[config.mk]
export PLATFORM = sky130hd
export DESIGN_NAME = matrix_axis_stream_harness
export DESIGN_NICKNAME = d
export VERILOG_FILES = /design/src/rtl/matrix_axis_stream_harness.sv
export SDC_FILE = /design/constraint.sdc
export NUM_CORES = 1
export LEC_CHECK = 0
export CAP_MARGIN = 20
export CORE_ASPECT_RATIO = 1.2
export CORE_MARGIN = 2
export CORE_UTILIZATION = 50
export DETAILED_ROUTE_END_ITERATION = 16
export HOLD_SLACK_MARGIN = 0.06
export MAX_ROUTING_LAYER = met4
export PLACE_DENSITY = 0.8
export SLEW_MARGIN = 20
export SYNTH_ARGS = -nofsm -noshare
export SYNTH_HDL_FRONTEND = slang
export SYNTH_SLANG_ARGS = --single-unit
[constraint.sdc]
create_clock -name ap_clk -period 5.1 [get_ports ap_clk]
set_input_delay 1.02 -clock ap_clk [delete_from_list [all_inputs] [get_ports ap_clk]]
set_output_delay 1.02 -clock ap_clk [all_outputs]
set_load 0.01 [all_outputs]
[src/rtl/matrix_axis_stream_harness.sv]
// Stream harness around the matrix kernel: sources in_A, sinks out_C, counts
// beats, checksums the result and flags a hang when neither stream progresses.
module matrix_axis_stream_harness #(
    parameter int unsigned DATA_W  = 32,
    parameter int unsigned N_IN    = 64,
    parameter int unsigned N_OUT   = 64,
    parameter int unsigned SEED    = 0,
    parameter int unsigned TIMEOUT = 1024
) (
    input  logic              ap_clk,
    input  logic              ap_rst_n,
    input  logic              start,
    input  logic              src_en,
    input  logic              snk_en,
    output logic [DATA_W-1:0] in_A_TDATA,
    output logic              in_A_TVALID,
    output logic              in_A_TLAST,
    input  logic              in_A_TREADY,
    input  logic [DATA_W-1:0] out_C_TDATA,
    input  logic              out_C_TVALID,
    input  logic              out_C_TLAST,
    output logic              out_C_TREADY,
    output logic              busy,
    output logic              done,
    output logic              deadlock,
    output logic [15:0]       in_cnt,
    output logic [15:0]       out_cnt,
    output logic [DATA_W-1:0] checksum,
    output logic              last_err
);

    localparam logic [15:0]       N_IN_C    = 16'(N_IN);
    localparam logic [15:0]       N_OUT_C   = 16'(N_OUT);
    localparam logic [15:0]       N_IN_M1   = 16'(N_IN - 1);
    localparam logic [15:0]       N_OUT_M1  = 16'(N_OUT - 1);
    localparam logic [15:0]       TIMEOUT_C = 16'(TIMEOUT);
    localparam logic [DATA_W-1:0] SEED_W    = DATA_W'(SEED);

    typedef enum logic [1:0] {
        S_IDLE = 2'd0,
        S_RUN  = 2'd1,
        S_DONE = 2'd2,
        S_HANG = 2'd3
    } state_t;

    state_t      state, state_nxt;
    logic [15:0] wdog;
    logic        run;
    logic        src_hs, snk_hs;
    logic        restart;
    logic [15:0] in_cnt_nxt, out_cnt_nxt;

    assign run          = (state == S_RUN);
    assign in_A_TVALID  = run & src_en & (in_cnt < N_IN_C);
    assign in_A_TDATA   = SEED_W + DATA_W'(in_cnt);
    assign in_A_TLAST   = (in_cnt == N_IN_M1);
    assign out_C_TREADY = run & snk_en & (out_cnt < N_OUT_C);

    assign src_hs      = in_A_TVALID & in_A_TREADY;
    assign snk_hs      = out_C_TREADY & out_C_TVALID;
    assign restart     = start & ~run;
    assign in_cnt_nxt  = in_cnt + {15'd0, src_hs};
    assign out_cnt_nxt = out_cnt + {15'd0, snk_hs};

    always_comb begin
        state_nxt = state;
        case (state)
            S_RUN: begin
                // Completion wins over a watchdog expiry landing on the same edge.
                if (in_cnt_nxt == N_IN_C && out_cnt_nxt == N_OUT_C)
                    state_nxt = S_DONE;
                else if (wdog == TIMEOUT_C)
                    state_nxt = S_HANG;
            end
            default: begin
                if (start)
                    state_nxt = S_RUN;
            end
        endcase
    end

    always_ff @(posedge ap_clk or negedge ap_rst_n) begin
        if (!ap_rst_n) begin
            state    <= S_IDLE;
            busy     <= 1'b0;
            done     <= 1'b0;
            deadlock <= 1'b0;
        end else begin
            state    <= state_nxt;
            busy     <= (state_nxt == S_RUN);
            done     <= (state_nxt == S_DONE);
            deadlock <= (state_nxt == S_HANG);
        end
    end

    always_ff @(posedge ap_clk or negedge ap_rst_n) begin
        if (!ap_rst_n) begin
            in_cnt   <= '0;
            out_cnt  <= '0;
            checksum <= '0;
            last_err <= 1'b0;
            wdog     <= '0;
        end else if (restart) begin
            in_cnt   <= '0;
            out_cnt  <= '0;
            checksum <= '0;
            last_err <= 1'b0;
            wdog     <= '0;
        end else if (run) begin
            in_cnt  <= in_cnt_nxt;
            out_cnt <= out_cnt_nxt;
            if (snk_hs) begin
                checksum <= checksum + out_C_TDATA;
                if (out_C_TLAST != (out_cnt == N_OUT_M1))
                    last_err <= 1'b1;
            end
            // Idle-throttled cycles hold the watchdog instead of aging it.
            if (src_hs || snk_hs)
                wdog <= '0;
            else if (in_A_TVALID || out_C_TREADY)
                wdog <= wdog + 16'd1;
        end
    end

endmodule

==> flow_summary.yaml, run 1 <==
global_route:
  grt_max_degree: 64
  grt.total_usage_pct: 25.0
  grt_pass1_wl_um: 26300
  gr-total-overflow: 0
  grt_antenna_before_repair: 0
  grt_pass1_vias: 5472
worst_setup_path:
  critical-path-top-delay-family: "simple AND/OR/NAND/NOR gates"
  cp.depth: 13
  cp.required_ns: 5.31
  cp-start-kind: "input port"
  ff2ff_path_depth: 15
  crit_start: "src_en"
  rrSetupSlack_ns: 1.35
  path_cells: "clkdlybuf4s50_1 -> nand2_1 -> nor2_1 -> and2_1 -> ha_1 -> ha_1 -> nand3_4 -> nor4_2 -> mux2i_1 -> o22a_1 -> or4_4 -> nor3_4 -> nor3b_1"
  crit_path_max_fanout: 6
  criticalPathCategory: "input port to flip-flop"
  reg2reg_to: "busy$_DFF_PN0_"
  slowest_delay_ns: 0.54
  crit_path_end: "busy$_DFF_PN0_"
  cpMostUsedCell: "ha_1"
  crit_buf_inv: 1
  end_kind: "flip-flop"
  r2r-start: "out_cnt[6]$_DFFE_PN0P_"
  arrival_ns: 4.15
  cp_slowest_cell: "or4_4"
sta:
  rsz0062_at_grt: "no"
  finalSetupTns_ns: 0
  slew_violations: 0
  relSlewSlack_pct: 39.2
  min_period_over_period_pct: 77.1
  post-route-min-period_ns: 3.93
  fin_worst_skew_ns: 0.00917
  setup_viol: 0
  max_freq_mhz: 254
  final_hold_viol_count: 0
  worst_pin_slew_ns: 0.900
floorplan:
  core-area_um2: 12100
  die_w_um: 105
  die_h_um: 126
  num_io_pins: 143
  rows: 44
  start_util_pct: 51.3
  die_area_um2: 13300
power_and_ir_drop:
  p_leak_nw: 3.24
  power_density_nw_per_um2: 443
  ir_drop_uv: 221
final_layout:
  num_antenna_cells: 0
  drive_above_1_share_pct: 4.69
  nets: 904
  finish.instance_area_um2: 7610
  area_delta_synth_final_pct: 23.1
  final_cell_mix: "clkdlybuf4s50_1, dfrtp_1, nand2_1, o21ai_0, nand3_1"
  final_common_cell: "clkdlybuf4s50_1"
  fill_cells: 991
  final_cells: 992
clocking:
  cts_max_path_buffers: 2
  clk_pin_slew_ns: 0.06
  cts_buffers: 9
  cts.repair.resized: 0
  ctsHoldBuffers: 0
  cts_tree: "built"
  numClockSinks: 86
  htree_levels: 3
  root_buffer: "clkbuf_16"
  clk_latency_ns: 0.34
  postCtsSetupBuffers: 0
drt:
  wl_per_cell_um: 16.4
  num_vias: 5808
  firstDrtPassIters: 7
  drcViolationCount: 0
  drtIter0Drc: 399
  vias_per_cell: 5.85
  drt-total-wl_um: 16300
  final_antenna_net_count: 0
synth:
  yosysSeqAreaShare_pct: 34.8
  synth_edf_count: 0
  synthDistinctLibCells: 61
  synth_flop_cell: "dfrtp_1"
  syn_area_um2: 6180
  syn_avg_cell_area_um2: 8.31
  yosysWarnings: 0
  syn_inst: 744
  synthArstFlopShare_pct: 100
  yosys_register_bits: 86
placement:
  place_area_um2: 7320
  portBuffers: 126
  place.gp.congestion: 0.925
  post-dp-hpwl_um: 11500
  dpl.cell_count: 976
job:
  drv_cap: 0
hold_path:
  hold_path.class: "flip-flop to flip-flop"
run_status:
  status: "completed"
-- stage by stage --
step | util (%) | hold slack, ns | total power [mW] | setup WS [ns]
after CTS | 63.1 | 0.515 | 3.37 | 1.19
final | 63.1 | 0.513 | 3.37 | 1.17
after global routing | 63.1 | 0.534 | 3.60 | 0.953
after global placement | 60.7 | 0.501 | 2.68 | 0.943
after detailed placement | 60.7 | 0.507 | 2.72 | 0.837
after floorplan | - | 0.486 | 2.10 | 1.32
-- synthesized netlist by cell type, drive strengths merged (2+ instances only) --
| cell | number | area (um2) |
|---|---|---|
| o21ai | 88 | 440 |
| dfrtp | 86 | 2150 |
| nand2 | 78 | 293 |
| nand3 | 69 | 363 |
| buf | 43 | 299 |
| nor2 | 43 | 169 |
| a21oi | 40 | 200 |
| ha | 37 | 463 |
| clkbuf | 33 | 124 |
| xor2 | 30 | 263 |
| xnor2 | 19 | 166 |
| and3 | 17 | 126 |
| nand4 | 16 | 100 |
| nor3 | 16 | 103 |
| a21o | 14 | 105 |
| inv | 14 | 52.6 |
| a31oi | 13 | 81.3 |
| nor4 | 12 | 81.3 |
| o31ai | 9 | 67.6 |
| and2 | 6 | 37.5 |
| nand2b | 5 | 31.3 |
| o21bai | 5 | 37.5 |
| mux2i | 4 | 40.0 |
| nor2b | 4 | 25.0 |
| o21a | 4 | 30.0 |
| a31o | 3 | 26.3 |
| nand3b | 3 | 22.5 |
| or3 | 3 | 18.8 |
| a211oi | 2 | 15.0 |
| a21boi | 2 | 15.0 |
| a22o | 2 | 17.5 |
| nand4b | 2 | 17.5 |
| nor3b | 2 | 15.0 |
| nor4b | 2 | 17.5 |
| o22ai | 2 | 12.5 |
| o41ai | 2 | 17.5 |
| or2 | 2 | 12.5 |
-- where the power goes --
group | total (mW) | internal, mW | leakage (nW) | switching (mW)
registers | 1.05 | 0.845 | 1.12 | 0.202
clock network | 0.640 | 0.367 | 0.148 | 0.273
logic | 1.69 | 0.831 | 1.98 | 0.855
-- worst min path at each step --
| stage | from | end | slack, ns | cells past startpoint |
|---|---|---|---|---|
| after CTS | checksum[31]$_DFFE_PN0P_ | checksum[31]$_DFFE_PN0P_ | 0.52 | 1 |
| after global routing | checksum[31]$_DFFE_PN0P_ | checksum[31]$_DFFE_PN0P_ | 0.53 | 1 |
| after global placement | checksum[31]$_DFFE_PN0P_ | checksum[31]$_DFFE_PN0P_ | 0.50 | 1 |
| after detailed placement | checksum[31]$_DFFE_PN0P_ | checksum[31]$_DFFE_PN0P_ | 0.51 | 1 |
| final | checksum[31]$_DFFE_PN0P_ | checksum[31]$_DFFE_PN0P_ | 0.51 | 1 |
| after floorplan | state[1]$_DFF_PN0_ | done$_DFF_PN0_ | 0.49 | 1 |
-- worst reg2reg max path, delay by kind of cell, from the launching register on --
| family | cells | cell delay, ns |
|---|---|---|
| simple gates | 11 | 2.55 |
| flops | 1 | 0.49 |
| buf+inv | 1 | 0.15 |
| fa+ha+maj | 1 | 0.25 |
| compound gates | 2 | 0.20 |
-- cell type report --
type / count / area [um2] / area share, %
tap: 161 / 201 / 2.65
timing repair buffer: 132 / 1300 / 17.1
clock inverter: 4 / 20.0 / 0.263
clock buffer: 12 / 267 / 3.50
sequential: 86 / 2150 / 28.3
inverter: 14 / 52.6 / 0.691
multi-input combinational: 583 / 3610 / 47.5
-- state kept, by name (all words and copies together) (netlist names) --
signal and flops:
checksum 32, in_cnt 16, out_cnt 16, wdog 16, state 2, busy 1, deadlock 1, done 1
last_err 1
-- metal layers --
metal	global-route usage, %	part of all wire (%)	vias to the layer above
li1	-	-	2787
met1	30.6	41	2763
met2	42.8	51	234
met3	3.42	6.5	24
met4	8.00	1.8	0
met5	-	0	-
-- kinds of logic after synthesis --
| family | count (synthesis) | synth area share (%) |
|---|---|---|
| DFF | 86 | 34.8 |
| AOI/OAI and AO/OA | 193 | 18.3 |
| adders and majority gates | 38 | 7.82 |
| and+or+nand+nor | 282 | 23.5 |
| other | 1 | 0.0607 |
| xor gates and xnor gates | 49 | 6.94 |
| muxes | 5 | 0.830 |
| buffers and inverters | 90 | 7.69 |
Power figures use the tool's default switching activity.
==> run 2: changes to the inputs <==
CORE_UTILIZATION = 46   (was 50)
PLACE_DENSITY = 0.77   (was 0.8)
clock period = 3.5 ns   (was 5.1 ns; I/O delays follow)
==> run 2 against run 1 <==
Combinational power grew 53%. Wire length is 3.8% higher. Setup slack worse by 1.1 ns. Global-route usage is 0.55 points lower. Hold slack worse by 0.087 ns. Total power up 52%. Count of clock-buffer cells in the layout did not move. Register-to-register slack worse by 1.2 ns. Highest routed layer unchanged. First-iteration DRC count grew 0.50%.
==> flow_summary.yaml, run 2 (synthesis gave the netlist of run 1 again) <==
sta:
  worst_pin_slew_ns: 0.756
  setup_slack_ns: 0.117
  relSlewSlack_pct: 49.6
  fin_worst_skew_ns: 0.00919
  max_freq_mhz: 296
  slew_violations: 0
  setup_viol: 0
  whs_ns: 0.426
  final_hold_viol_count: 0
  post-route-min-period_ns: 3.38
  min_period_over_period_pct: 96.6
placement:
  post-place-ws_ns: -0.190
  place.gp.congestion: 0.903
  dpl.cell_count: 1028
  portBuffers: 126
  post-dp-hpwl_um: 12100
worst_setup_path:
  criticalPathCategory: "flip-flop to flip-flop"
  cp-start-kind: "flip-flop"
  rrSetupSlack_ns: 0.12
  end_kind: "flip-flop"
  crit_path_max_fanout: 6
  cp.required_ns: 3.77
  arrival_ns: 3.66
final_layout:
  regMostFlops: "checksum"
  nets: 950
  drive_above_1_share_pct: 11.1
  final_cell_mix: "clkdlybuf4s50_1, dfrtp_1, nand2_1, o21ai_0, nand3_1"
  largest_register_ffs: 32
  final_common_cell: "clkdlybuf4s50_1"
  final_cells: 1045
  area_delta_synth_final_pct: 30.7
  num_antenna_cells: 0
clocking:
  cts_tree: "built"
  cts_buffers: 9
  numClockSinks: 86
  clk_pin_slew_ns: 0.07
  root_buffer: "clkbuf_16"
  clk_latency_ns: 0.34
  htree_levels: 3
  cts_max_path_buffers: 2
floorplan:
  die_h_um: 131
  num_io_pins: 143
  rows: 46
  die_w_um: 110
  die_area_um2: 14400
  core-area_um2: 13200
  start_util_pct: 46.9
global_route:
  grt_pass1_wl_um: 27200
  grt_max_degree: 64
  gr-total-overflow: 0
  grt_pass1_vias: 5715
  grt.total_usage_pct: 24.5
  grt_antenna_before_repair: 0
drt:
  num_vias: 5884
  top_layer: "met4"
  wl_met1_um: 6860
  drt-total-wl_um: 16900
  wl_met2_um: 8480
  final_antenna_net_count: 0
  vias_per_cell: 5.63
  wl_per_cell_um: 16.2
  met3_length_um: 1260
  drtIter0Drc: 401
  drcViolationCount: 0
  firstDrtPassIters: 5
hold_path:
  hold_path.class: "input port to asynchronous set/reset pin"
power_and_ir_drop:
  power_density_nw_per_um2: 637
  ir_drop_uv: 377
  p_leak_nw: 3.50
  p_total_mw: 5.14
run_status:
  status: "completed"
job:
  drv_cap: 0
run 2: through the flow:
step / utilization, % / TNS (ns) / instance area (um2)
global route: 61.3 / -0.0600 / 8070
CTS: 60.6 / 0 / 7990
finish: 61.3 / 0 / 8070
detailed placement: 58.2 / -0.875 / 7670
global placement: 58.2 / -0.185 / 7670
floorplan: - / 0 / 6260
run 2: worst paths after layout:
check | end | cells after the start | start
worst max-delay path | state[1]$_DFF_PN0_ | 13 | in_cnt[15]$_DFFE_PN0P_
worst min-delay path | checksum[5]$_DFFE_PN0P_ | 1 | ap_rst_n
worst max register to register | state[1]$_DFF_PN0_ | 13 | in_cnt[15]$_DFFE_PN0P_
worst min register to register | checksum[31]$_DFFE_PN0P_ | 1 | checksum[31]$_DFFE_PN0P_
max in group asynchronous | out_cnt[7]$_DFFE_PN0P_ | 2 | ap_rst_n
min in group ap_clk | checksum[31]$_DFFE_PN0P_ | 1 | checksum[31]$_DFFE_PN0P_
run 2: cell type report:
type                       instances  area, um2
tap                              168        210
fill                            1119       5110
inverter                          14       52.6
timing repair buffer             178       1650
clock buffer                      12        246
clock inverter                     4       70.1
multi-input combinational        583       3690
sequential                        86       2150
run 2: power breakdown:
part	internal, mW	total, mW	switching (mW)
Clock	0.643	1.03	0.389
Combinational	1.31	2.59	1.28
Sequential	1.23	1.53	0.295
run 2: repair_timing:
item | 4_1_cts | 5_1_grt
endpoints found under the hold margin | 0 | 0
hold buffers | 0 | 0
gates resized for setup | 0 | 16
buffers inserted | 0 | 1
endpoints found under the setup margin | 0 | 6
run 2: metal layers:
layer  up-vias  GRT usage [%]
met3        24           3.87
met4         0           7.97
met5         -              -
met2       231           41.5
li1       2868              -
met1      2761           29.6
run 2: critical path, stage by stage (launching register included):
cell and delay [ns]:
dfrtp_1 0.46, nor4_2 0.28, nand3_1 0.14, nor2_2 0.16, and2_4 0.16, ha_1 0.16, ha_2 0.21, nand3_4 0.12
nor4_4 0.29, mux2i_1 0.12, o22a_1 0.21, or4_4 0.54, nor3_4 0.29, nand2b_4 0.18
